File: src/rtl/shift_divider.sv
// -----------------------------------------------------------------------------
// shift_divider
//
// Sequential restoring (shift-subtract) unsigned divider. Produces one
// quotient bit per clock. The start/ready handshake is the same as the
// shift-add multiplier sequencer, so the two blocks can sit side by side.
//
// Parameters:
//   n          operand width in bits (n >= 2)
//
// Ports:
//   clock      input   1   system clock, rising-edge active
//   reset      input   1   asynchronous, active-high reset
//   start      input   1   request a division, sampled only while ready=1
//   Dividend   input   n   unsigned dividend, sampled on the accepting edge
//   Divisor    input   n   unsigned divisor, sampled on the accepting edge
//   Quotient   output  n   last completed quotient
//   Remainder  output  n   last completed remainder
//   ready      output  1   1 = idle/done (can accept start), 0 = busy
//   dbz        output  1   divide-by-zero flag of the last completed operation
//
// Build option:
//   SHIFT_DIVIDER_DBZ_EN  when defined, a zero divisor skips the iteration
//                         and completes immediately with Quotient=all ones,
//                         Remainder=Dividend and dbz=1. When undefined, dbz
//                         is tied to 0 and a zero divisor runs the normal
//                         n-cycle algorithm.
// -----------------------------------------------------------------------------
module shift_divider #(
  parameter int n = 4
) (
  input  logic         clock,
  input  logic         reset,
  input  logic         start,
  input  logic [n-1:0] Dividend,
  input  logic [n-1:0] Divisor,
  output logic [n-1:0] Quotient,
  output logic [n-1:0] Remainder,
  output logic         ready,
  output logic         dbz
);

  localparam int CW = $clog2(n + 1);

  typedef enum logic [1:0] {
    IDLE = 2'd0,
    RUN  = 2'd1,
    DONE = 2'd2
  } state_t;

  state_t         state_q, state_d;
  logic [n:0]     a_q, a_d;         // partial remainder
  logic [n-1:0]   q_q, q_d;         // dividend shifting out / quotient shifting in
  logic [n-1:0]   d_q, d_d;         // latched divisor
  logic [CW-1:0]  count_q, count_d; // steps remaining
  logic [n-1:0]   quo_q, quo_d;
  logic [n-1:0]   rem_q, rem_d;

  logic           accept;
  logic [n:0]     a_shift;
  logic [n-1:0]   q_shift;
  logic [n+1:0]   trial;

`ifdef SHIFT_DIVIDER_DBZ_EN
  logic           dbz_q, dbz_d;
`endif

  // One shift-subtract step. The top bit of A is always 0 here because the
  // restored partial remainder is below D, so dropping it loses nothing.
  always_comb begin
    a_shift = {a_q[n-1:0], q_q[n-1]};
    q_shift = {q_q[n-2:0], 1'b0};
    trial   = {1'b0, a_shift} - {2'b00, d_q};
  end

  assign ready  = (state_q != RUN);
  assign accept = start & ready;

  always_comb begin
    state_d = state_q;
    a_d     = a_q;
    q_d     = q_q;
    d_d     = d_q;
    count_d = count_q;
    quo_d   = quo_q;
    rem_d   = rem_q;
`ifdef SHIFT_DIVIDER_DBZ_EN
    dbz_d   = dbz_q;
`endif

    case (state_q)
      IDLE, DONE: begin
        if (accept) begin
`ifdef SHIFT_DIVIDER_DBZ_EN
          if (Divisor == '0) begin
            // Complete on the accepting edge; ready never drops.
            quo_d   = '1;
            rem_d   = Dividend;
            dbz_d   = 1'b1;
            state_d = DONE;
          end else begin
            a_d     = '0;
            q_d     = Dividend;
            d_d     = Divisor;
            count_d = CW'(n);
            dbz_d   = 1'b0;
            state_d = RUN;
          end
`else
          a_d     = '0;
          q_d     = Dividend;
          d_d     = Divisor;
          count_d = CW'(n);
          state_d = RUN;
`endif
        end
      end

      RUN: begin
        if (!trial[n+1]) begin
          // Subtraction fits: keep the difference, quotient bit = 1.
          a_d = trial[n:0];
          q_d = q_shift | {{(n-1){1'b0}}, 1'b1};
        end else begin
          // Restore: keep the shifted value, quotient bit = 0.
          a_d = a_shift;
          q_d = q_shift;
        end
        count_d = count_q - 1'b1;
        if (count_q == CW'(1)) begin
          quo_d   = q_d;
          rem_d   = a_d[n-1:0];
`ifdef SHIFT_DIVIDER_DBZ_EN
          dbz_d   = 1'b0;
`endif
          state_d = DONE;
        end
      end

      default: state_d = IDLE;
    endcase
  end

  always_ff @(posedge clock or posedge reset) begin
    if (reset) begin
      state_q <= IDLE;
      a_q     <= '0;
      q_q     <= '0;
      d_q     <= '0;
      count_q <= '0;
      quo_q   <= '0;
      rem_q   <= '0;
`ifdef SHIFT_DIVIDER_DBZ_EN
      dbz_q   <= 1'b0;
`endif
    end else begin
      state_q <= state_d;
      a_q     <= a_d;
      q_q     <= q_d;
      d_q     <= d_d;
      count_q <= count_d;
      quo_q   <= quo_d;
      rem_q   <= rem_d;
`ifdef SHIFT_DIVIDER_DBZ_EN
      dbz_q   <= dbz_d;
`endif
    end
  end

  assign Quotient  = quo_q;
  assign Remainder = rem_q;
`ifdef SHIFT_DIVIDER_DBZ_EN
  assign dbz = dbz_q;
`else
  assign dbz = 1'b0;
`endif

endmodule

File: config.mk
export PLATFORM = sky130hd
export DESIGN_NAME = shift_divider
export DESIGN_NICKNAME = d
export VERILOG_FILES = /design/src/rtl/shift_divider.sv
export SDC_FILE = /design/constraint.sdc
export NUM_CORES = 1
export LEC_CHECK = 0
export CAP_MARGIN = 20
export CORE_MARGIN = 8
export CORE_UTILIZATION = 25
export DETAILED_ROUTE_END_ITERATION = 6
export PLACE_DENSITY = 0.51
export SYNTH_ARGS = -nofsm -noshare
export SYNTH_HDL_FRONTEND = slang
export SYNTH_SLANG_ARGS = --single-unit
File: constraint.sdc
create_clock -name clock -period 2 [get_ports clock]
set_clock_uncertainty 0.05 [all_clocks]
set_input_delay 0.6 -clock clock [delete_from_list [all_inputs] [get_ports clock]]
set_output_delay 0.6 -clock clock [all_outputs]
set_load 0.02 [all_outputs]
==> metrics <==
status completed; post-cts resize count 1; Async SR Flop Fraction 100.0%; Required @ worst endpoint 1350 ps; FF+latch count, synth 25; Hold Path Class reg2reg; vias per cell 4.598; Clk pin slew, worst setup/hold paths 90 ps; first-pass GRT wire length 5106 um; Sink Count 25; post-synthesis simple-gate area fraction 20.58%; WS Path Type reg2out; Root Buffer clkbuf_8; post-synthesis mux area share 0.8991%; maximum clock rate 530.1 MHz; Reg power frac 32.5%; Synth-to-Final Area Change 26.87%; maxcap violations 0; pin count of the biggest net entering global routing 26; RSZ-0062 raised after global routing false; Power per Cell Area 1768 mW/mm^2; yosys warns 0; sequential share of the synthesized area 49.95%; Synth Flop Type dfrtp_1; Top Family by Delay on Critical Path buffers and inverters; average wire per standard cell 13.23 um; Min Clock Period, post-route 1886 ps; DIE WIDTH 86.78 um; LEAKAGE 0.6950 nW; Synth Cell Area 0.001252 sq mm; I/O pin cnt 21; count of final setup violators 0; die height 86.78 um; grt ovf 0; core area 0.004786 sq mm; Post-synth EDFFs 0; DRC 0; fin util 33.20%; Clk pwr share 10.5%; xor and xnor area share after synthesis 0.6993%; die area 0.007531 sq mm; adder-cell share of the synthesized area 7.592%; Unique masters post-synth 39; hpwl dp 2167 um; syn avg cell area 9.785 sq um; Max VDD drop 0.7774 mV; Net Count, Synth 146; Buf+Inv Stages, Crit Path 1; endpoint class of the critical path primary output; initial core utilization 26.17%; share of cells above drive strength 1 11.18%; vias in the first global route 1048; Synth Area in Compound Gates 14.49%; initial antenna violation count 0; drt pass-1 iters 4; CTS buffer count 3; CTS tree built; critical path's largest stage delay 610 ps; Final Routed Wirelength 2897 um; Switch Pwr 0.001206 W; cell taking the most area after synthesis dfrtp_1; Max Buffers Root-to-Sink 2; internal power 0.001603 W; Tot GR Track Use 8.322%; crit-path max FO 2; CP Data Arrival Time 1240 ps; via count 1007; largest family of logic cells by synthesized area simple AND/OR/NAND/NOR gates; Net Sw Frac 42.92%; Final Hold Viols 0; CP startpoint kind flop; crit-path cells clkdlybuf4s50_1; H-tree levels 1; Slew Viols, Final 0; detailed router's first-iteration violation count 74; Synth top area share 49.95%; nets 171; Gate power share 57.0%; clock latency on the worst-skew pair 260 ps; Final ANT Viol Nets 0; post-route setup TNS 0 ps; CP max stage cell clkdlybuf4s50_1; Syn Inst Count 128; postcts setup bufs 0; ANT cells 0; Synth area leaders dfrtp_1 (50%), nand2_1 (8.7%), ha_1 (6.0%); Final Cycle Share 94.32%; gpl congestion 0.7627; CTS Hold Buffers Added 0; PortBufs 19; Core Rows 25
-- logic make-up after synthesis --
group                    count (synthesis)
AND/OR/NAND/NOR                         52
AO/OA/AOI/OAI                           26
flip-flops                              25
buffers and inverters                   15
adder cells (fa/ha/maj)                  7
other                                    1
XOR/XNOR                                 1
multiplexers                             1
-- cells in the final DEF, fill, tap and decap left out, drive strengths merged, types with 2 or more instances in the layout --
cell type / Yosys / routed
nor2b: 4 / 4
nor2: 3 / 3
clkbuf: 1 / 3
nor3: 3 / 3
o311ai: 3 / 3
o21ai: 10 / 10
buf: 5 / 7
ha: 6 / 6
nand3: 2 / 2
dfrtp: 25 / 25
nand2: 29 / 29
nand4: 6 / 6
a22oi: 3 / 3
inv: 9 / 9
clkdlybuf4s50: 0 / 18
-- power groups by stage --
stage / registers [W] / clock network [W] / logic, W
floorplan: 0.000968 / 0 / 0.00101
global placement: 0.000921 / 0 / 0.00158
detailed placement: 0.000926 / 0 / 0.00161
CTS: 0.000916 / 0.000308 / 0.00161
global route: 0.000950 / 0.000330 / 0.00180
finish: 0.000912 / 0.000296 / 0.00160
-- worst paths after layout --
| path | startpoint | endpoint | slack, ps | depth (start not counted) |
|---|---|---|---|---|
| min | Quotient[2]$_DFFE_PP0P_ | Quotient[2]$_DFFE_PP0P_ | 430 | 2 |
| max | Remainder[0]$_DFFE_PP0P_ | Remainder[0] | 110 | 1 |
| max in group asynchronous | reset | state_q[0]$_DFFE_PP0P_ | 1020 | 3 |
| min reg2reg | Quotient[2]$_DFFE_PP0P_ | Quotient[2]$_DFFE_PP0P_ | 430 | 2 |
| min in group asynchronous | reset | Quotient[1]$_DFFE_PP0P_ | 630 | 3 |
| max reg2reg | q_q[3]$_DFFE_PP0P_ | Remainder[2]$_DFFE_PP0P_ | 230 | 7 |
-- state kept, by name, indices dropped and copies added, names as in the netlist --
register	flops
Quotient	4
Remainder	4
a_q	4
d_q	4
q_q	4
count_q	3
state_q	2
-- layout make-up --
type	instances	area, sq um
multi-input cells	88	558.0
fillers	503	3197
flip-flops and latches	25	625.6
clock buffers	3	41.29
inverters	9	33.78
clock inverters	1	5.005
well taps	67	83.83
repair buffers	26	241.5
-- worst min-delay path, cell delays in order, from the launching register on --
cell     delay [ps]
dfrtp_1         350
nand2_1          50
nand2_1          60
-- through the flow --
step                hold slack (ps)  std cells  total power (W)  instance area, sq um  worst slack (ps)
floorplan                     399.8        128         0.001974                  1252             360.4
global placement              409.8        215         0.002505                  1544             59.57
global route                  471.0        219         0.003076                  1589             22.40
finish                        429.3        219         0.002809                  1589             113.6
detailed placement            411.9        215         0.002540                  1544            -18.68
CTS                           436.0        219         0.002836                  1589             96.29
-- synthesized netlist by cell type, drive strengths merged, types with 2 or more instances --
library cell   n
a22oi          3
buf            5
dfrtp         25
ha             6
inv            9
nand2         29
nand3          2
nand4          6
nor2           3
nor2b          4
nor3           3
o21ai         10
o311ai         3
-- routing by layer --
layer / global-route usage [%] / vias to the layer above / wire (um)
met5: 0 / - / 0
met4: 1.565 / 0 / 13
met3: 2.457 / 2 / 118
met2: 13.32 / 21 / 1365
met1: 10.78 / 491 / 1399
li1: - / 493 / -
Note: power is estimated with default switching activity, not from simulation.
